$ cat src/rtl/dtree_if_pkg.sv
// Shared types and constants for the decision-tree feature loader.
package dtree_if_pkg;

  // Loader phases: collect bytes, let the tree settle, present the result.
  typedef enum logic [1:0] {
    LOAD   = 2'd0,
    SETTLE = 2'd1,
    RESULT = 2'd2
  } state_t;

  localparam int DEF_NUM_FEATURES = 7;
  localparam int DEF_FEAT_W       = 8;
  localparam int DEF_CLASS_W      = 5;

  // Position of each named tree input on the feature bus (byte k -> feature k).
  localparam int FI_X6   = 0;
  localparam int FI_X13  = 1;
  localparam int FI_X169 = 2;
  localparam int FI_X236 = 3;
  localparam int FI_X251 = 4;
  localparam int FI_X260 = 5;
  localparam int FI_X278 = 6;

  // Width of a counter that indexes n features (at least one bit).
  function automatic int idx_w(input int n);
    return (n < 2) ? 1 : $clog2(n);
  endfunction

endpackage

$ cat src/rtl/dtree_feature_loader.sv
// Byte-stream front end and result back end for the external combinational
// decision-tree core. Bytes fill a parallel feature bus; after a fixed settle
// time the tree's class is captured and offered on a result handshake.
//
// Handshakes: a transfer happens on a rising clk edge where valid && ready.
// The producer holds valid and its data stable until that edge; ready may be
// low at any time and does not depend combinationally on valid.
module dtree_feature_loader
  import dtree_if_pkg::*;
#(
  parameter int NUM_FEATURES  = DEF_NUM_FEATURES,
  parameter int FEAT_W        = DEF_FEAT_W,
  parameter int CLASS_W       = DEF_CLASS_W,
  parameter int SETTLE_CYCLES = 1,
  localparam int IDX_W        = idx_w(NUM_FEATURES)
) (
  input  logic                           clk,
  input  logic                           rst,
  input  logic                           s_valid,
  output logic                           s_ready,
  input  logic [FEAT_W-1:0]              s_data,
  input  logic                           s_last,
  output logic [NUM_FEATURES*FEAT_W-1:0] feat_bus,
  input  logic [CLASS_W-1:0]             tree_class,
  output logic                           m_valid,
  input  logic                           m_ready,
  output logic [CLASS_W-1:0]             m_class,
  output logic                           err_len,
  output state_t                         dbg_state,
  output logic [IDX_W-1:0]               dbg_idx
);

  localparam int                CNT_W    = $clog2(SETTLE_CYCLES + 1);
  localparam logic [IDX_W-1:0]  IDX_LAST = IDX_W'(NUM_FEATURES - 1);
  localparam logic [CNT_W-1:0]  CNT_LAST = CNT_W'(SETTLE_CYCLES - 1);

  state_t                          state_q;
  logic [IDX_W-1:0]                idx_q;
  logic [CNT_W-1:0]                cnt_q;
  logic [NUM_FEATURES*FEAT_W-1:0]  feat_q;
  logic [CLASS_W-1:0]              m_class_q;
  logic                            m_valid_q;
  logic                            err_q;
  logic                            s_accept_d;

  // Input is only open while collecting a frame; a byte moves on valid && ready.
  assign s_ready    = (state_q == LOAD);
  assign s_accept_d = s_valid && s_ready;

  assign feat_bus  = feat_q;
  assign m_valid   = m_valid_q;
  assign m_class   = m_class_q;
  assign err_len   = err_q;
  assign dbg_state = state_q;
  assign dbg_idx   = idx_q;

  // Frame sequencer: fills features, times the settle window, holds the result.
  always_ff @(posedge clk) begin
    if (rst) begin
      state_q   <= LOAD;
      idx_q     <= '0;
      cnt_q     <= '0;
      feat_q    <= '0;
      m_class_q <= '0;
      m_valid_q <= 1'b0;
      err_q     <= 1'b0;
    end else begin
      err_q <= 1'b0;
      case (state_q)
        LOAD: begin
          if (s_accept_d) begin
            feat_q[idx_q*FEAT_W +: FEAT_W] <= s_data;
            if (idx_q == IDX_LAST) begin
              // Full frame: classify even if the end mark was missing.
              idx_q   <= '0;
              cnt_q   <= '0;
              state_q <= SETTLE;
              err_q   <= !s_last;
            end else if (s_last) begin
              // Short frame: flag it and restart, written bytes stay visible.
              idx_q <= '0;
              err_q <= 1'b1;
            end else begin
              idx_q <= idx_q + 1'b1;
            end
          end
        end
        SETTLE: begin
          if (cnt_q == CNT_LAST) begin
            m_class_q <= tree_class;
            m_valid_q <= 1'b1;
            state_q   <= RESULT;
          end else begin
            cnt_q <= cnt_q + 1'b1;
          end
        end
        RESULT: begin
          if (m_ready) begin
            m_valid_q <= 1'b0;
            state_q   <= LOAD;
          end
        end
        default: state_q <= LOAD;
      endcase
    end
  end

endmodule

$ cat config.mk
export PLATFORM = sky130hd
export DESIGN_NAME = dtree_feature_loader
export DESIGN_NICKNAME = d
export VERILOG_FILES = /design/src/rtl/dtree_if_pkg.sv /design/src/rtl/dtree_feature_loader.sv
export SDC_FILE = /design/constraint.sdc
export NUM_CORES = 1
export LEC_CHECK = 0
export CORE_MARGIN = 2
export CORE_UTILIZATION = 65
export DETAILED_ROUTE_END_ITERATION = 16
export DONT_BUFFER_PORTS = 1
export PLACE_DENSITY = 0.81
export SYNTH_ARGS = -nofsm -noshare
export SYNTH_HDL_FRONTEND = slang
export SYNTH_SLANG_ARGS = --single-unit
$ cat constraint.sdc
create_clock -name clk -period 3.66 [get_ports clk]
set_clock_uncertainty 0.1 [all_clocks]
set_input_delay 0.183 -clock clk [delete_from_list [all_inputs] [get_ports clk]]
set_output_delay 0.183 -clock clk [all_outputs]
set_load 0.05 [all_outputs]
==> results of run 1 <==
[power by group through the flow]
stage	logic, mW	clock network [mW]	registers, mW
after floorplan	0.0580	0	0.800
after global placement	0.0613	0	0.798
after detailed placement	0.0624	0	0.799
after CTS	0.0891	0.582	0.782
after global routing	0.0976	0.612	0.782
final	0.0896	0.575	0.782
[cells in the mapped netlist (2+ instances only)]
| cell | instances | area, um^2 |
|---|---|---|
| a21oi_1 | 4 | 20.0 |
| buf_2 | 3 | 15.0 |
| buf_6 | 2 | 22.5 |
| clkbuf_1 | 12 | 45.0 |
| dfxtp_1 | 68 | 1360 |
| ha_1 | 5 | 62.6 |
| inv_1 | 5 | 18.8 |
| mux2i_1 | 61 | 611 |
| nand2_1 | 11 | 41.3 |
| nand2b_1 | 64 | 400 |
| nand3_1 | 3 | 15.0 |
| nor2_1 | 10 | 37.5 |
| nor3_1 | 4 | 20.0 |
| nor3b_1 | 2 | 15.0 |
| o21ai_0 | 2 | 10.0 |
| or3_1 | 2 | 12.5 |
| or3b_2 | 7 | 61.3 |
| or4_4 | 2 | 22.5 |
[metal layers]
metal	up-vias	global-route usage, %	part of all wire (%)
li1	959	-	-
met1	920	32.4	44
met2	72	37.9	46
met3	11	9.54	8.8
met5	-	0	0
met4	0	8.81	1.7
[per-stage QoR]
stage	hold slack (ns)	setup slack (ns)	cell area, um^2	std cells
2_1_floorplan	0.230	0.761	2900	279
3_3_place_gp	0.158	0.711	2900	316
3_5_place_dp	0.162	0.608	2900	316
4_1_cts	0.00902	0.610	3270	348
5_1_grt	0.0254	0.465	3270	348
6_report	0.0192	0.592	3270	348
[cell families (layout without fill, tap and decap cells)]
group,after synthesis,after routing,synth area share (%)
simple gates,115,115,24.8
flops,68,68,46.9
mux,61,61,21.0
buf+inv,22,39,3.49
compound gates,7,7,1.29
fa+ha+maj,5,5,2.16
xor+xnor,1,1,0.302
[worst paths after layout]
check	start	end	slack, ns	cells past startpoint
setup / recovery	dbg_idx[1]	feat_bus[26]	0.59	6
hold / removal	s_data[3]	feat_bus[27]	0.02	2
setup reg to reg	dbg_idx[1]	feat_bus[26]	0.59	6
hold reg to reg	dbg_idx[0]	dbg_idx[0]	0.48	3
[state kept, by name, indices dropped and copies added (netlist names)]
name	count
dbg_idx	3
dbg_state	2
err_len	1
feat_bus	56
m_class	5
m_valid	1
[cell type report]
type	count	area (um^2)
Timing Repair Buffer	19	195
Clock buffer	14	183
Inverter	5	18.8
Clock inverter	1	5.00
Fill cell	299	1060
Sequential cell	68	1360
Multi-Input combinational cell	189	1440
Tap cell	52	65.1
[layout by cell type, fill, tap and decap left out, types with 2 or more instances in the layout]
cell type      count
nor2_1            10
or4_4              2
nor3_1             4
dlygate4sd3_1     16
clkbuf_8          13
nand3_1            3
nand2_1           11
nand2b_1          64
nor3b_1            2
dfxtp_1           68
inv_1              5
or3_1              2
o21ai_0            2
or3b_2             7
buf_4              2
mux2i_1           61
a21oi_1            4
ha_1               5
==> metrics.cfg, run 1 <==
[cts]
cts.sinks=68
cts_buffers=9
clk_path_buf_depth=2
clock_latency_ns=0.34
clk_pin_slew_ns=0.07
post_cts_buffers=0
cts_resized=0
tritoncts=built
holdBufCountCts=17
h-tree-depth=3
cts_root_buffer=clkbuf_8

[logic_synthesis]
async_flop_share_pct=0
yosys_register_bits=68
synth_edf_count=0
synth-main-ff-cell=dfxtp_1
synth_nets=302
synth_seq_area_share_pct=46.9
synth_cell_types=30
yosys_warnings=0
syn_inst=279
syn_avg_cell_area_um2=10.4
netlist_area_mm2=0.00290

[setup_path]
critPathMaxStageDelay_ns=0.76
end_kind=register
crit_chain=inv_1 > ha_1 > ha_1 > or4b_1 > or4_1 > mux2i_1
path_class=register to register
crit_top_cell=ha_1
required_ns=3.77
path_max_fanout=8
critPathBufInv=1
crit_family=simple AND/OR/NAND/NOR gates
cp.arrival_ns=3.18
start_kind=register
cp_slowest_cell=dfxtp_1

[pwr]
p_switching_uw=340
leakagePower_nw=1.37
pwr-share-clk_pct=39.8
power_density_mw_per_mm2=443
vdd_drop_max_mv=0.297
power_frac_seq_pct=54.0
pwr-share-comb_pct=6.2
switching_share_pct=23.5
p_int_mw=1.11
finalPower_mw=1.45

[outcome]
status=finished, final reports clean

[min_path]
hold_path_class=primary input to register

[layout]
drive_gt1_share_pct=9.80
diodes=0
fin_util_pct=75.5
syn2layout_area_growth_pct=12.6
fin_nets=315

[place]
hpwl_mm=3.93
place.gp.congestion=0.826
port_buffers=0

[detailed_routing]
vias=1962
first_pass_iters=4
routed_wl_mm=6.01
drtAntennaViolNets=0
wl_per_cell_um=17.3
drt_iter0_drc=79
vias_per_cell=5.64
drc=0

[job]
drv_cap=0

[grt]
grt_usage_pct=24.9
grt_pass1_vias=1962
gr-total-overflow=0
grt_pass1_wl_mm=9.80
antenna_found_initial=0
grt_max_degree=82

[die]
core_area_mm2=0.00432
io_pins=87
die_w_um=70.8
rows=24
initial_utilization_pct=67.1
die_h_um=70.8
die-area_mm2=0.00501

[timing]
fin_setup_tns_ns=0
setup_viol=0
slew_violations=0
timing.final.crit_share_pct=83.8
slew_headroom_pct=41.4
worstMarginPinSlew_ns=0.876
finalHoldViolCount=0
clock.fmax_mhz=326
period_minus_slack_ns=3.07
grt_setup_unrepaired=no

(Power assumes the default switching activity.)
==> run 2, diff against run 1 <==
CORE_UTILIZATION = 56   (was 65)
PLACE_DENSITY = 0.74   (was 0.81)
clock period = 2.7 ns   (was 3.66 ns; I/O delays follow)
==> run 2 against run 1 <==
  * Final area rose by 3.1%
  * Die area rose by 15%
  * Global-route usage fell by 2.9 points
  * Clock power rose by 44%
  * First-iteration DRC count fell by 22%
==> metrics.cfg, run 2 (synthesized netlist as in run 1, its figures left out) <==
[die]
core_area_mm2=0.00504
rows=26
initial_utilization_pct=57.5
die-area_mm2=0.00577
io_pins=87
die_w_um=76.0
die_h_um=76.0

[job]
drv_cap=0

[cts]
clk_pin_slew_ns=0.08
clock_latency_ns=0.33
tritoncts=built
post_cts_buffers=0
cts_buffers=9
cts_root_buffer=clkbuf_8
clk_path_buf_depth=2
cts.sinks=68
h-tree-depth=3

[timing]
period_minus_slack_ns=2.54
worstMarginPinSlew_ns=0.923
clock.fmax_mhz=393
slew_headroom_pct=38.2
finalHoldViolCount=0
grt_setup_unrepaired=no
timing.final.crit_share_pct=94.2
fin_setup_tns_ns=0
setup_viol=0
slew_violations=0

[setup_path]
required_ns=2.80
path_max_fanout=8
end_kind=register
start_kind=register
path_class=register to register
cp.arrival_ns=2.64

[layout]
drive_gt1_share_pct=13.5
syn2layout_area_growth_pct=16.1
fin_util_pct=66.8
mostFrequentLayoutCells=dfxtp_1, nand2b_1, mux2i_1
fin_nets=322
diodes=0
layout_commonest_cell=dfxtp_1
largest_reg_flops=56

[grt]
antenna_found_initial=0
gr-total-overflow=0
grt_pass1_wl_mm=10.0
grt_usage_pct=21.9
grt_pass1_vias=1954
grt_max_degree=82

[detailed_routing]
drc=0
drtAntennaViolNets=0
vias_per_cell=5.30
routed_wl_mm=6.14
wl_per_cell_um=16.4
first_pass_iters=4
vias=1984
drt_iter0_drc=62

[place]
hpwl_mm=4.02
place.gp.congestion=0.790
port_buffers=0

[min_path]
hold_path_class=primary input to register

[pwr]
leakagePower_nw=1.41
vdd_drop_max_mv=0.408
power_density_mw_per_mm2=598

[outcome]
status=finished, final reports clean

run 2: cell types whose count changed in the layout (fill, tap and decap cells not counted), moves of 2 or more:
cell | before | now
buf_4 | 2 | 9
clkbuf_8 | 13 | 10
clkinvlp_4 | 0 | 2
dfxtp_1 | 68 | 66
dfxtp_2 | 0 | 2
run 2: area by class of cell:
| class | count | area, um^2 |
|---|---|---|
| flip-flops and latches | 68 | 1360 |
| repair buffers | 26 | 255 |
| inverters | 5 | 18.8 |
| clock inverters | 6 | 63.8 |
| fillers | 397 | 1670 |
| clock buffers | 10 | 138 |
| multi-input cells | 189 | 1440 |
| well taps | 70 | 87.6 |
run 2: final timing paths:
check	slack (ns)	end	depth (start not counted)	from
setup / recovery	0.16	feat_bus[12]	6	dbg_idx[0]
hold / removal	0.02	feat_bus[31]	2	s_data[7]
setup reg to reg	0.16	feat_bus[12]	6	dbg_idx[0]
hold reg to reg	0.49	dbg_idx[0]	3	dbg_idx[0]
run 2: metrics by stage:
stage,hold WS [ns],total power [mW],setup slack [ns],cells,cell area (um^2)
2_1_floorplan,0.182,1.16,0.0511,279,2900
3_3_place_gp,0.109,1.17,0.193,341,2980
3_5_place_dp,0.109,1.17,0.114,341,2980
4_1_cts,0.000386,2.03,0.0920,374,3370
5_1_grt,0.00519,2.09,0.0638,374,3370
6_report,0.0178,2.02,0.155,374,3370
run 2: critical path: stages, from the launching register on:
cell	delay, ns
dfxtp_2	0.33
inv_1	0.08
ha_1	0.23
ha_1	0.21
or4b_1	0.64
or3_1	0.63
mux2i_1	0.19
run 2: timing repair:
item / 4_1_cts / 5_1_grt
endpoints found under the hold margin: 68 / 0
hold buffers: 17 / 0
endpoints found under the setup margin: 0 / 7
gates resized for setup: 0 / 1
run 2: power breakdown:
part	total, mW	internal, mW	switching [mW]
sequential	1.06	1.01	0.0432
clock	0.828	0.450	0.378
combinational	0.131	0.0626	0.0685
total	2.02	1.53	0.490
run 2: per-layer routing:
metal  vias to the layer above  GRT usage [%]  part of all wire (%)
li1                        976              -                     -
met1                       940           27.3                    43
met2                        61           33.9                    47
met3                         7           11.1                   9.1
met4                         0           5.45                  0.90
met5                         -              0                     0
==> run 3, diff against run 2 <==
ABC_AREA = 1   (was not set)
==> run 3 against run 2 <==
  * Via count is 28% higher
  * Worst setup slack improved by 0.47 ns
  * Area after synthesis increased by 0.30%
  * Cell count increased by 37%
  * Sequential power hardly changed
  * Worst hold slack worse by 0.00063 ns
  * Non-clock buffer count decreased by 1
  * Synthesized cell count grew 48%
  * Global-route usage up 2.9 points
  * Flip-flop and latch count is the same
  * First-iteration DRC count is 120% higher
  * Combinational power rose by 54%
==> metrics.cfg, run 3 <==
[pwr]
p_switching_uw=585
leakagePower_nw=1.50
vdd_drop_max_mv=0.485
pwr-share-clk_pct=39.1
pwr-share-comb_pct=9.5
p_int_mw=1.54
power_frac_seq_pct=51.3
switching_share_pct=27.5
power_density_mw_per_mm2=633

[grt]
grt_max_degree=38
grt_pass1_wl_mm=11.4
antenna_found_initial=0
grt_pass1_vias=2407
grt_usage_pct=24.8
gr-total-overflow=0

[setup_path]
critPathMaxStageDelay_ns=0.37
end_kind=register
path_class=register to register
start_kind=register
cp.arrival_ns=2.25
crit_chain=inv_4 > ha_1 > ha_1 > nor2_1 > nand2_1 > nor2_1 > nand2_1 > inv_2 > nor2_1 > nor2_1
path_max_fanout=9
crit_top_cell=nor2_1
required_ns=2.88
cp_slowest_cell=dfxtp_1

[detailed_routing]
drc=0
wl_per_cell_um=13.4
first_pass_iters=4
vias_per_cell=4.96
drtAntennaViolNets=0
drt_iter0_drc=135
routed_wl_mm=6.87
vias=2540

[logic_synthesis]
synth_cell_types=26
synth.most_common_cell=nor2_1
netlist_area_mm2=0.00291
synth_nets=435
async_flop_share_pct=0
yosys_warnings=0
synth_area_leaders=dfxtp_1, nor2_1, nand2_1
synth_edf_count=0
yosys_register_bits=68
syn_avg_cell_area_um2=7.06
netlist.area_leader.share_pct=46.8
synth-main-ff-cell=dfxtp_1
syn_inst=412
yosys.area.top_type=dfxtp_1
synth_seq_area_share_pct=46.8
yosys-top-cells-count=nor2_1, nand2_1, dfxtp_1, o21ai_0, inv_1

[layout]
layout_commonest_cell=nor2_1
multi_input_area_mm2=0.00134
mostFrequentLayoutCells=nor2_1, nand2_1, dfxtp_1
seq_area_mm2=0.00136
fillers=462
diodes=0
largest_reg_flops=56
drive_gt1_share_pct=9.50
fin_util_pct=66.1
syn2layout_area_growth_pct=15.2
fin_nets=460

[die]
die-area_mm2=0.00579
initial_utilization_pct=57.3
core_area_mm2=0.00507
die_h_um=76.1
io_pins=87
rows=26
die_w_um=76.1

[cts]
cts_resized=0
cts.sinks=68
tritoncts=built
post_cts_buffers=0
h-tree-depth=3
cts_root_buffer=clkbuf_8
clk_pin_slew_ns=0.07
clk_path_buf_depth=2
clock_latency_ns=0.34
cts_buffers=9
holdBufCountCts=18

[timing]
slew_headroom_pct=52.0
period_minus_slack_ns=2.07
timing.final.crit_share_pct=76.8
finalHoldViolCount=0
setup_viol=0
worstMarginPinSlew_ns=0.716
slew_violations=0
clock.fmax_mhz=482
fin_setup_tns_ns=0
grt_setup_unrepaired=no

[min_path]
hold_path_class=primary input to register

[outcome]
status=finished, final reports clean

[place]
hpwl_mm=4.74
place.gp.congestion=0.911
port_buffers=0

[job]
drv_cap=0

[run 3: kinds of logic after synthesis]
family / after synthesis / synth area share, %
compound gates: 35 / 6.23
fa+ha+maj: 5 / 2.15
buf+inv: 47 / 7.18
flops: 68 / 46.8
simple gates: 257 / 37.7
[run 3: path summary, 6_finish.rpt]
check	end	slack, ns	start	cells after the start
max	feat_bus[3]	0.63	dbg_idx[0]	10
max reg2reg	feat_bus[3]	0.63	dbg_idx[0]	10
min reg2reg	dbg_idx[1]	0.51	dbg_idx[1]	4
min	feat_bus[19]	0.02	s_data[3]	4
[run 3: metal layers]
metal	global-route usage, %	vias to the layer above	part of all wire, %
li1	-	1307	-
met1	31.4	1140	46
met2	40.2	83	45
met3	6.99	10	8.0
met4	9.82	0	1.3
met5	0	-	0
[run 3: final cells by class]
class	instances	area share, %
clock buffer	12	4.33
inverter	36	4.10
timing repair buffer	25	6.94
multi-input combinational	297	40.0
tap	70	2.61
sequential	68	40.6
clock inverter	4	1.46
[run 3: worst max-delay path: cells and delay by family (launching register included)]
family | cells | cell delay, ns
adder cells (fa/ha/maj) | 2 | 0.58
AND/OR/NAND/NOR | 6 | 0.68
buffers and inverters | 2 | 0.29
flip-flops | 1 | 0.37
[run 3: metrics by stage]
step                      area, um^2  hold slack, ns  power (mW)  cells  setup slack, ns
after CTS                       3350         0.00424        2.13    512            0.641
after global routing            3350          0.0324        2.20    512            0.453
after global placement          2980           0.115        1.28    478            0.724
after detailed placement        2980           0.114        1.29    478            0.652
final                           3350          0.0172        2.12    512            0.627
after floorplan                 2910           0.104        1.25    412            0.268
[run 3: power groups by stage]
stage | Sequential, mW | Combinational [mW] | Clock [mW]
2_1_floorplan | 1.12 | 0.136 | 0
3_3_place_gp | 1.11 | 0.172 | 0
3_5_place_dp | 1.11 | 0.176 | 0
4_1_cts | 1.09 | 0.200 | 0.844
5_1_grt | 1.09 | 0.227 | 0.882
6_report | 1.09 | 0.202 | 0.831
